File: src/rtl/cpu_pkg.sv
// cpu_pkg: shared definitions for the single-cycle 8-bit CPU core.
//   - DATA_WIDTH / NUM_REGS: datapath width and register count
//   - opcode_e: instruction opcodes (undefined values execute as NOP)
//   - instruction field bit positions and flags_out bit indices
//   - helpers: immediate-operand decode, even parity
package cpu_pkg;

    localparam int unsigned DATA_WIDTH = 8;
    localparam int unsigned NUM_REGS   = 16;
    localparam int unsigned REG_IDX_W  = 4;
    localparam int unsigned INSTR_W    = 32;
    localparam int unsigned FLAG_W     = 5;

    // Instruction field positions
    localparam int unsigned OPC_MSB = 31;
    localparam int unsigned OPC_LSB = 24;
    localparam int unsigned RD_MSB  = 19;
    localparam int unsigned RD_LSB  = 16;
    localparam int unsigned RS1_MSB = 11;
    localparam int unsigned RS1_LSB = 8;
    localparam int unsigned RS2_MSB = 3;
    localparam int unsigned RS2_LSB = 0;
    localparam int unsigned IMM_MSB = 7;
    localparam int unsigned IMM_LSB = 0;

    // flags_out = {overflow, carry, zero, sign, parity}
    localparam int unsigned FLAG_OVERFLOW = 4;
    localparam int unsigned FLAG_CARRY    = 3;
    localparam int unsigned FLAG_ZERO     = 2;
    localparam int unsigned FLAG_SIGN     = 1;
    localparam int unsigned FLAG_PARITY   = 0;

    typedef enum logic [7:0] {
        OpNop    = 8'h00,
        OpAdd    = 8'h01,
        OpSub    = 8'h02,
        OpAddImm = 8'h03,
        OpSubImm = 8'h04,
        OpAnd    = 8'h05,
        OpOr     = 8'h06,
        OpXor    = 8'h07,
        OpEql    = 8'h08,
        OpGrt    = 8'h09,
        OpLst    = 8'h0A,
        OpMul    = 8'h0B,
        OpOut    = 8'h0C
    } opcode_e;

    function automatic logic is_imm_op(input logic [7:0] op);
        return (op == OpAddImm) || (op == OpSubImm);
    endfunction

    // 1 when the value has an even number of set bits
    function automatic logic even_parity(input logic [DATA_WIDTH-1:0] value);
        return ~^value;
    endfunction

endpackage

File: src/rtl/cpu_if.sv
// cpu_if: fetch-side bus of the CPU core.
//   current_instruction : instruction executed at the next rising clock edge
//   cpu_output          : registered byte written by OUT
//   flags_out           : registered {overflow, carry, zero, sign, parity}
// master = fetch side / environment, slave = cpu_core.
interface cpu_if;
    import cpu_pkg::*;

    logic [INSTR_W-1:0]    current_instruction;
    logic [DATA_WIDTH-1:0] cpu_output;
    logic [FLAG_W-1:0]     flags_out;

    modport master (
        output current_instruction,
        input  cpu_output,
        input  flags_out
    );

    modport slave (
        input  current_instruction,
        output cpu_output,
        output flags_out
    );

endinterface

File: src/rtl/cpu_alu.sv
// cpu_alu: combinational ALU of the CPU core.
//   op       : opcode byte
//   a, b     : operands (b is already the immediate for *_IMM opcodes)
//   result   : value to write to rd
//   write_en : opcode writes a register (and therefore updates the flags)
//   flags    : {overflow, carry, zero, sign, parity} for result
// Build option: define CPU_MUL_EN to implement opcode 0B as signed multiply;
// without it 0B behaves as NOP and no multiplier exists.
module cpu_alu
    import cpu_pkg::*;
(
    input  logic [7:0]            op,
    input  logic [DATA_WIDTH-1:0] a,
    input  logic [DATA_WIDTH-1:0] b,
    output logic [DATA_WIDTH-1:0] result,
    output logic                  write_en,
    output logic [FLAG_W-1:0]     flags
);

    localparam int unsigned MSB = DATA_WIDTH - 1;

    logic [DATA_WIDTH:0] sum;
    logic [DATA_WIDTH:0] diff;
    logic                carry;
    logic                overflow;
`ifdef CPU_MUL_EN
    logic signed [2*DATA_WIDTH-1:0] product;
    logic                           product_ovf;

    assign product = $signed(a) * $signed(b);
    // Fits in signed 8 bits only if the top 9 bits are all copies of the sign
    assign product_ovf = !((&product[2*DATA_WIDTH-1:MSB]) || (~|product[2*DATA_WIDTH-1:MSB]));
`endif

    // Extra top bit: carry-out for add, borrow for subtract
    assign sum  = {1'b0, a} + {1'b0, b};
    assign diff = {1'b0, a} - {1'b0, b};

    always_comb begin
        result   = '0;
        write_en = 1'b0;
        carry    = 1'b0;
        overflow = 1'b0;
        case (op)
            OpAdd, OpAddImm: begin
                result   = sum[MSB:0];
                write_en = 1'b1;
                carry    = sum[DATA_WIDTH];
                overflow = (a[MSB] == b[MSB]) && (sum[MSB] != a[MSB]);
            end
            OpSub, OpSubImm: begin
                result   = diff[MSB:0];
                write_en = 1'b1;
                carry    = diff[DATA_WIDTH];
                overflow = (a[MSB] != b[MSB]) && (diff[MSB] != a[MSB]);
            end
            OpAnd: begin
                result   = a & b;
                write_en = 1'b1;
            end
            OpOr: begin
                result   = a | b;
                write_en = 1'b1;
            end
            OpXor: begin
                result   = a ^ b;
                write_en = 1'b1;
            end
            OpEql: begin
                result   = {{MSB{1'b0}}, a == b};
                write_en = 1'b1;
            end
            OpGrt: begin
                result   = {{MSB{1'b0}}, $signed(a) > $signed(b)};
                write_en = 1'b1;
            end
            OpLst: begin
                result   = {{MSB{1'b0}}, $signed(a) < $signed(b)};
                write_en = 1'b1;
            end
`ifdef CPU_MUL_EN
            OpMul: begin
                result   = product[MSB:0];
                write_en = 1'b1;
                carry    = product_ovf;
                overflow = product_ovf;
            end
`endif
            default: ;
        endcase

        flags                = '0;
        flags[FLAG_OVERFLOW] = overflow;
        flags[FLAG_CARRY]    = carry;
        flags[FLAG_ZERO]     = (result == '0);
        flags[FLAG_SIGN]     = result[MSB];
        flags[FLAG_PARITY]   = even_parity(result);
    end

endmodule

File: src/rtl/cpu_core.sv
// cpu_core: single-cycle 8-bit CPU core (16 x 8-bit register file + ALU + flags).
//   clock_in   : system clock, all state updates on its rising edge
//   reset_n_in : asynchronous active-low reset; clears registers, cpu_output, flags_out
//   bus        : cpu_if.slave (current_instruction in; cpu_output, flags_out out)
// Build option: CPU_MUL_EN enables the MUL opcode inside cpu_alu.
module cpu_core
    import cpu_pkg::*;
(
    input logic  clock_in,
    input logic  reset_n_in,
    cpu_if.slave bus
);

    logic [7:0]            opcode;
    logic [REG_IDX_W-1:0]  rd_idx;
    logic [REG_IDX_W-1:0]  rs1_idx;
    logic [REG_IDX_W-1:0]  rs2_idx;
    logic [DATA_WIDTH-1:0] imm;
    logic [DATA_WIDTH-1:0] rs1_val;
    logic [DATA_WIDTH-1:0] rs2_val;
    logic [DATA_WIDTH-1:0] operand_b;
    logic [DATA_WIDTH-1:0] alu_result;
    logic                  alu_write_en;
    logic [FLAG_W-1:0]     alu_flags;
    logic                  unused_fields;

    logic [DATA_WIDTH-1:0] regs_q [NUM_REGS];
    logic [DATA_WIDTH-1:0] out_q;
    logic [FLAG_W-1:0]     flags_q;

    assign opcode  = bus.current_instruction[OPC_MSB:OPC_LSB];
    assign rd_idx  = bus.current_instruction[RD_MSB:RD_LSB];
    assign rs1_idx = bus.current_instruction[RS1_MSB:RS1_LSB];
    assign rs2_idx = bus.current_instruction[RS2_MSB:RS2_LSB];
    assign imm     = bus.current_instruction[IMM_MSB:IMM_LSB];

    // Reserved instruction bits are ignored
    assign unused_fields = ^{bus.current_instruction[23:20], bus.current_instruction[15:12]};

    // R0 is hardwired to zero; its storage is never written
    assign rs1_val   = (rs1_idx == '0) ? '0 : regs_q[rs1_idx];
    assign rs2_val   = (rs2_idx == '0) ? '0 : regs_q[rs2_idx];
    assign operand_b = is_imm_op(opcode) ? imm : rs2_val;

    cpu_alu u_alu (
        .op       (opcode),
        .a        (rs1_val),
        .b        (operand_b),
        .result   (alu_result),
        .write_en (alu_write_en),
        .flags    (alu_flags)
    );

    always_ff @(posedge clock_in or negedge reset_n_in) begin
        if (!reset_n_in) begin
            for (int i = 0; i < int'(NUM_REGS); i++) begin
                regs_q[i] <= '0;
            end
            out_q   <= '0;
            flags_q <= '0;
        end else begin
            // Flags follow every register-writing opcode, even when rd is R0
            if (alu_write_en) begin
                flags_q <= alu_flags;
                if (rd_idx != '0) begin
                    regs_q[rd_idx] <= alu_result;
                end
            end
            if (opcode == OpOut) begin
                out_q <= rs1_val;
            end
        end
    end

    assign bus.cpu_output = out_q;
    assign bus.flags_out  = flags_q;

endmodule

File: src/flat_wrapper.sv
// flat-port wrapper written by rule: the top's interface ports become plain ports
module cpu_core_flat import cpu_pkg::*;
  (clock_in, reset_n_in, bus_current_instruction, bus_cpu_output, bus_flags_out);
  cpu_if bus_i ();
  input logic clock_in;
  input logic reset_n_in;
  input wire logic [$bits(bus_i.current_instruction)-1:0] bus_current_instruction;
  output wire logic [$bits(bus_i.cpu_output)-1:0] bus_cpu_output;
  output wire logic [$bits(bus_i.flags_out)-1:0] bus_flags_out;
  assign bus_i.current_instruction = bus_current_instruction;
  assign bus_cpu_output = bus_i.cpu_output;
  assign bus_flags_out = bus_i.flags_out;
  cpu_core u_core (.clock_in(clock_in), .reset_n_in(reset_n_in), .bus(bus_i));
endmodule
File: config.mk
export PLATFORM = sky130hd
export DESIGN_NAME = cpu_core_flat
export DESIGN_NICKNAME = d
export VERILOG_FILES = /design/src/rtl/cpu_pkg.sv /design/src/rtl/cpu_if.sv /design/src/rtl/cpu_alu.sv /design/src/rtl/cpu_core.sv /design/src/flat_wrapper.sv
export SDC_FILE = /design/constraint.sdc
export NUM_CORES = 1
export LEC_CHECK = 0
export BUFFER_PORTS_ARGS = -buffer_cell sky130_fd_sc_hd__buf_2
export CORE_MARGIN = 4
export CORE_UTILIZATION = 56
export DETAILED_ROUTE_END_ITERATION = 7
export PLACE_DENSITY = 0.79
export SLEW_MARGIN = 20
export SYNTH_ARGS = -nofsm -noshare
export SYNTH_HDL_FRONTEND = slang
export SYNTH_SLANG_ARGS = --single-unit
File: constraint.sdc
create_clock -name clock_in -period 3.7 [get_ports clock_in]
set_input_delay 0.74 -clock clock_in [delete_from_list [all_inputs] [get_ports clock_in]]
set_output_delay 0.74 -clock clock_in [all_outputs]
set_load 0.005 [all_outputs]
==> qor.txt <==
Clock Skew: 0.0124 ns
Via Count: 9180
Pwr Density: 377 nW/um^2
Syn Std Cell Area: 8660 um^2
status: finished with violations
Hold Crit Class: primary input to asynchronous set/reset pin
sequential-to-total area share from yosys stat: 39.0%
crit-path max cell delay: 0.43 ns
max cap viols: 0
Bufs and invs on worst path: 5
CP delay by family, top: compound AO/OA/AOI/OAI gates
EDFF count, synth: 0
WP data arrival: 4.57 ns
share of layout cells above drive strength 1: 51.1%
area leader, netlist: dfrtp_1
highest-count cells in the layout ignoring fill and taps: 190 x buf_4, 135 x dfrtp_1, 94 x nor2_1, 88 x nand2_1, 49 x mux4_2
WS Path Type: primary input to register
Die Wd: 132 um
Reg2Reg Capture Point: u_core.bus.flags_out[0]$_DFFE_PN0P_
Final Util: 82.3%
CTS max path bufs: 2
Die H: 132 um
final hold slack: 0.175 ns
full die area: 17500 um^2
Crit Path Max Fanout: 5
DPL Wire Length: 19.5 mm
final WL: 34.9 mm
Starting Density: 57.0%
fill count: 741
post-cts hold buffer count: 0
first-pass GRT wire length: 46.1 mm
synth top area cells: dfrtp_1 39%, mux4_2 13%, a21oi_1 4.9%
# placed instances: 1210
Yosys reg bits: 135
final hold vios: 0
Post-DP Area: 10500 um^2
slew of the pin with the lowest slew margin: 1.03 ns
Critical Path Slowest Stage Cell: o31ai_4
setup TNS: -20.46 ns
unrepaired setup endpoints after global routing: yes
post-placement worst setup slack: -1.04 ns
std cell rows: 45
final worst-path cycle share: 115%
Worst EP required: 4.01 ns
antenna violations before repair: 1
worst vdd ir: 410 uV
setup ws final: -0.557 ns
largest net degree at the start of global routing: 109
most common cell after layout, fill and taps aside: buf_4
IO Pins: 47
Cell variety after synth: 72
Final Setup Violations: 109
vias in the first global route: 8618
yosys synthesis warning count: 0
Cells after Synth: 865
DRC errors left: 0
Max Slew Vio Count: 0
ordered cell list for the critical path: buf_12, buf_16, mux4_2, mux2i_1, a21oi_2, a211oi_2, o31ai_4, inv_2, buf_6, fa_2, buf_6, xnor2_1, o211ai_1, o31ai_2, a22oi_2, ha_1, xor2_2, xnor2_1, o21ai_1
fmax: 235 MHz
Synth Flop Type: dfrtp_1
fin area: 12500 um^2
CTS root buffer: clkbuf_16
Avg Inst Size Synth: 10.0 um^2
post-route antenna net violation count: 0
CTS tree: built
Reg2Reg Launch Point: u_core.regs_q[17]$_DFFE_PN0P_
core area: 15200 um^2
CTS H-tree depth: 4
I/O Buffers: 38
Clock Latency Late Sink: 0.44 ns
Slew HR: 31.3%
routed len/inst: 27.1 um
Final Non-Filler Cells: 1286
first-pass detailed-route iteration total: 7
fraction of registers with async set or reset after synthesis: 100%
post-synth top area share: 39.0%
synth-to-layout area growth: 44.5%
total congestion overflow: 0
CP Launch Type: primary input
FF-to-FF path depth: 15
fin nets: 1149
Lkg Pwr: 5.48 nW
min cycle time layout: 4.26 ns
Clock transition at path regs: 0.06 ns
flop-to-flop setup slack: -0.43 ns
gpl congestion: 0.972
mean number of vias per cell: 7.14
GRT Resource Usage Total: 33.5%
Design Power: 4.72 mW
Num CTS Buffers: 17
DRT iter0 DRCs: 1102
Synthesized Nets: 929
Setup crit end kind: register
clock sink count: 135
antenna cells: 0
failing checks: negative setup slack
==> sequential cells by signal (all words and copies together), names as in the netlist <==
register,flops
u_core.regs_q,122
u_core.bus.cpu_output,8
u_core.bus.flags_out,5
==> synth_stat cells (4+ instances only) <==
master and count:
dfrtp_1 135, o221ai_1 5, mux2_2 28, nand4_1 6, buf_2 16, xnor2_1 4, nor4_1 6, nor3_1 6
nand2b_1 6, a21oi_1 84, ha_1 28, a22oi_1 8, nor2_1 97, nor2b_1 6, nand2_1 91, a21oi_4 4
nand3_1 11, o21ai_0 60, a21o_1 6, mux2_1 6, inv_1 28, o31ai_1 9, or3_1 6, mux2i_1 25
a21oi_2 5, clkbuf_1 42, mux4_2 49, a211oi_1 20
==> worst register-to-register path, stage by stage (launching register included) <==
cell and delay, ns:
dfrtp_1 0.45, mux4_2 0.56, mux2i_1 0.20, a21oi_2 0.09
a211oi_2 0.26, o31ai_4 0.17, fa_2 0.39, o21ba_4 0.21
a2111o_1 0.45, a21oi_2 0.19, mux2i_1 0.24, nor2_2 0.10
ha_4 0.23, xnor2_2 0.15, xnor2_1 0.23, o21ai_1 0.08
==> report_power, final <==
part / total [mW] / switching, mW / internal [mW] / leakage (nW)
Sequential: 1.67 / 0.0936 / 1.57 / 1.84
Combinational: 1.27 / 0.652 / 0.622 / 3.34
Clock: 1.78 / 0.716 / 1.07 / 0.297
==> worst max path at each step <==
stage | startpoint | end | slack [ns] | depth (start not counted)
2_1_floorplan | bus_current_instruction[0] | u_core.bus.flags_out[0]$_DFFE_PN0P_ | -0.74 | 19
3_3_place_gp | bus_current_instruction[0] | u_core.bus.flags_out[0]$_DFFE_PN0P_ | -0.90 | 17
3_5_place_dp | bus_current_instruction[0] | u_core.bus.flags_out[0]$_DFFE_PN0P_ | -1.04 | 17
4_1_cts | bus_current_instruction[0] | u_core.bus.flags_out[0]$_DFFE_PN0P_ | -0.34 | 17
5_1_grt | bus_current_instruction[0] | u_core.bus.flags_out[0]$_DFFE_PN0P_ | -0.67 | 17
6_report | bus_current_instruction[0] | u_core.bus.flags_out[0]$_DFFE_PN0P_ | -0.56 | 19
==> per-layer routing <==
metal  routed length [um]  up-vias  track usage, %
met5                   13        -               0
met2                16400      876            57.4
li1                     -     3607               -
met3                 3760      334            6.79
met4                 3320        2            16.7
met1                11400     4361            40.4
==> repair_timing <==
item	4_1_cts	5_1_grt
pin swaps	35	68
gates cloned	4	3
hold endpoints to repair	0	0
buffers inserted	17	26
endpoints found under the setup margin	109	124
gates resized for setup	81	183
==> logic make-up after synthesis <==
group / Yosys count / share of synthesized area (%)
and+or+nand+nor: 256 / 13.5
AOI/OAI and AO/OA: 237 / 17.7
DFF: 135 / 39.0
muxes: 108 / 20.1
buffers and inverters: 92 / 4.49
adders and majority gates: 30 / 4.51
xor gates and xnor gates: 7 / 0.708
==> cell type report <==
type / count / area, um^2 / share of cell area, %
Multi-Input combinational cell: 638 / 5910 / 47.2
Clock inverter: 14 / 173 / 1.38
Timing Repair Buffer: 264 / 2280 / 18.2
Tap cell: 188 / 235 / 1.88
Sequential cell: 135 / 3380 / 27.0
Clock buffer: 18 / 429 / 3.43
Inverter: 29 / 109 / 0.870
Note: power is estimated with default switching activity, not from simulation.
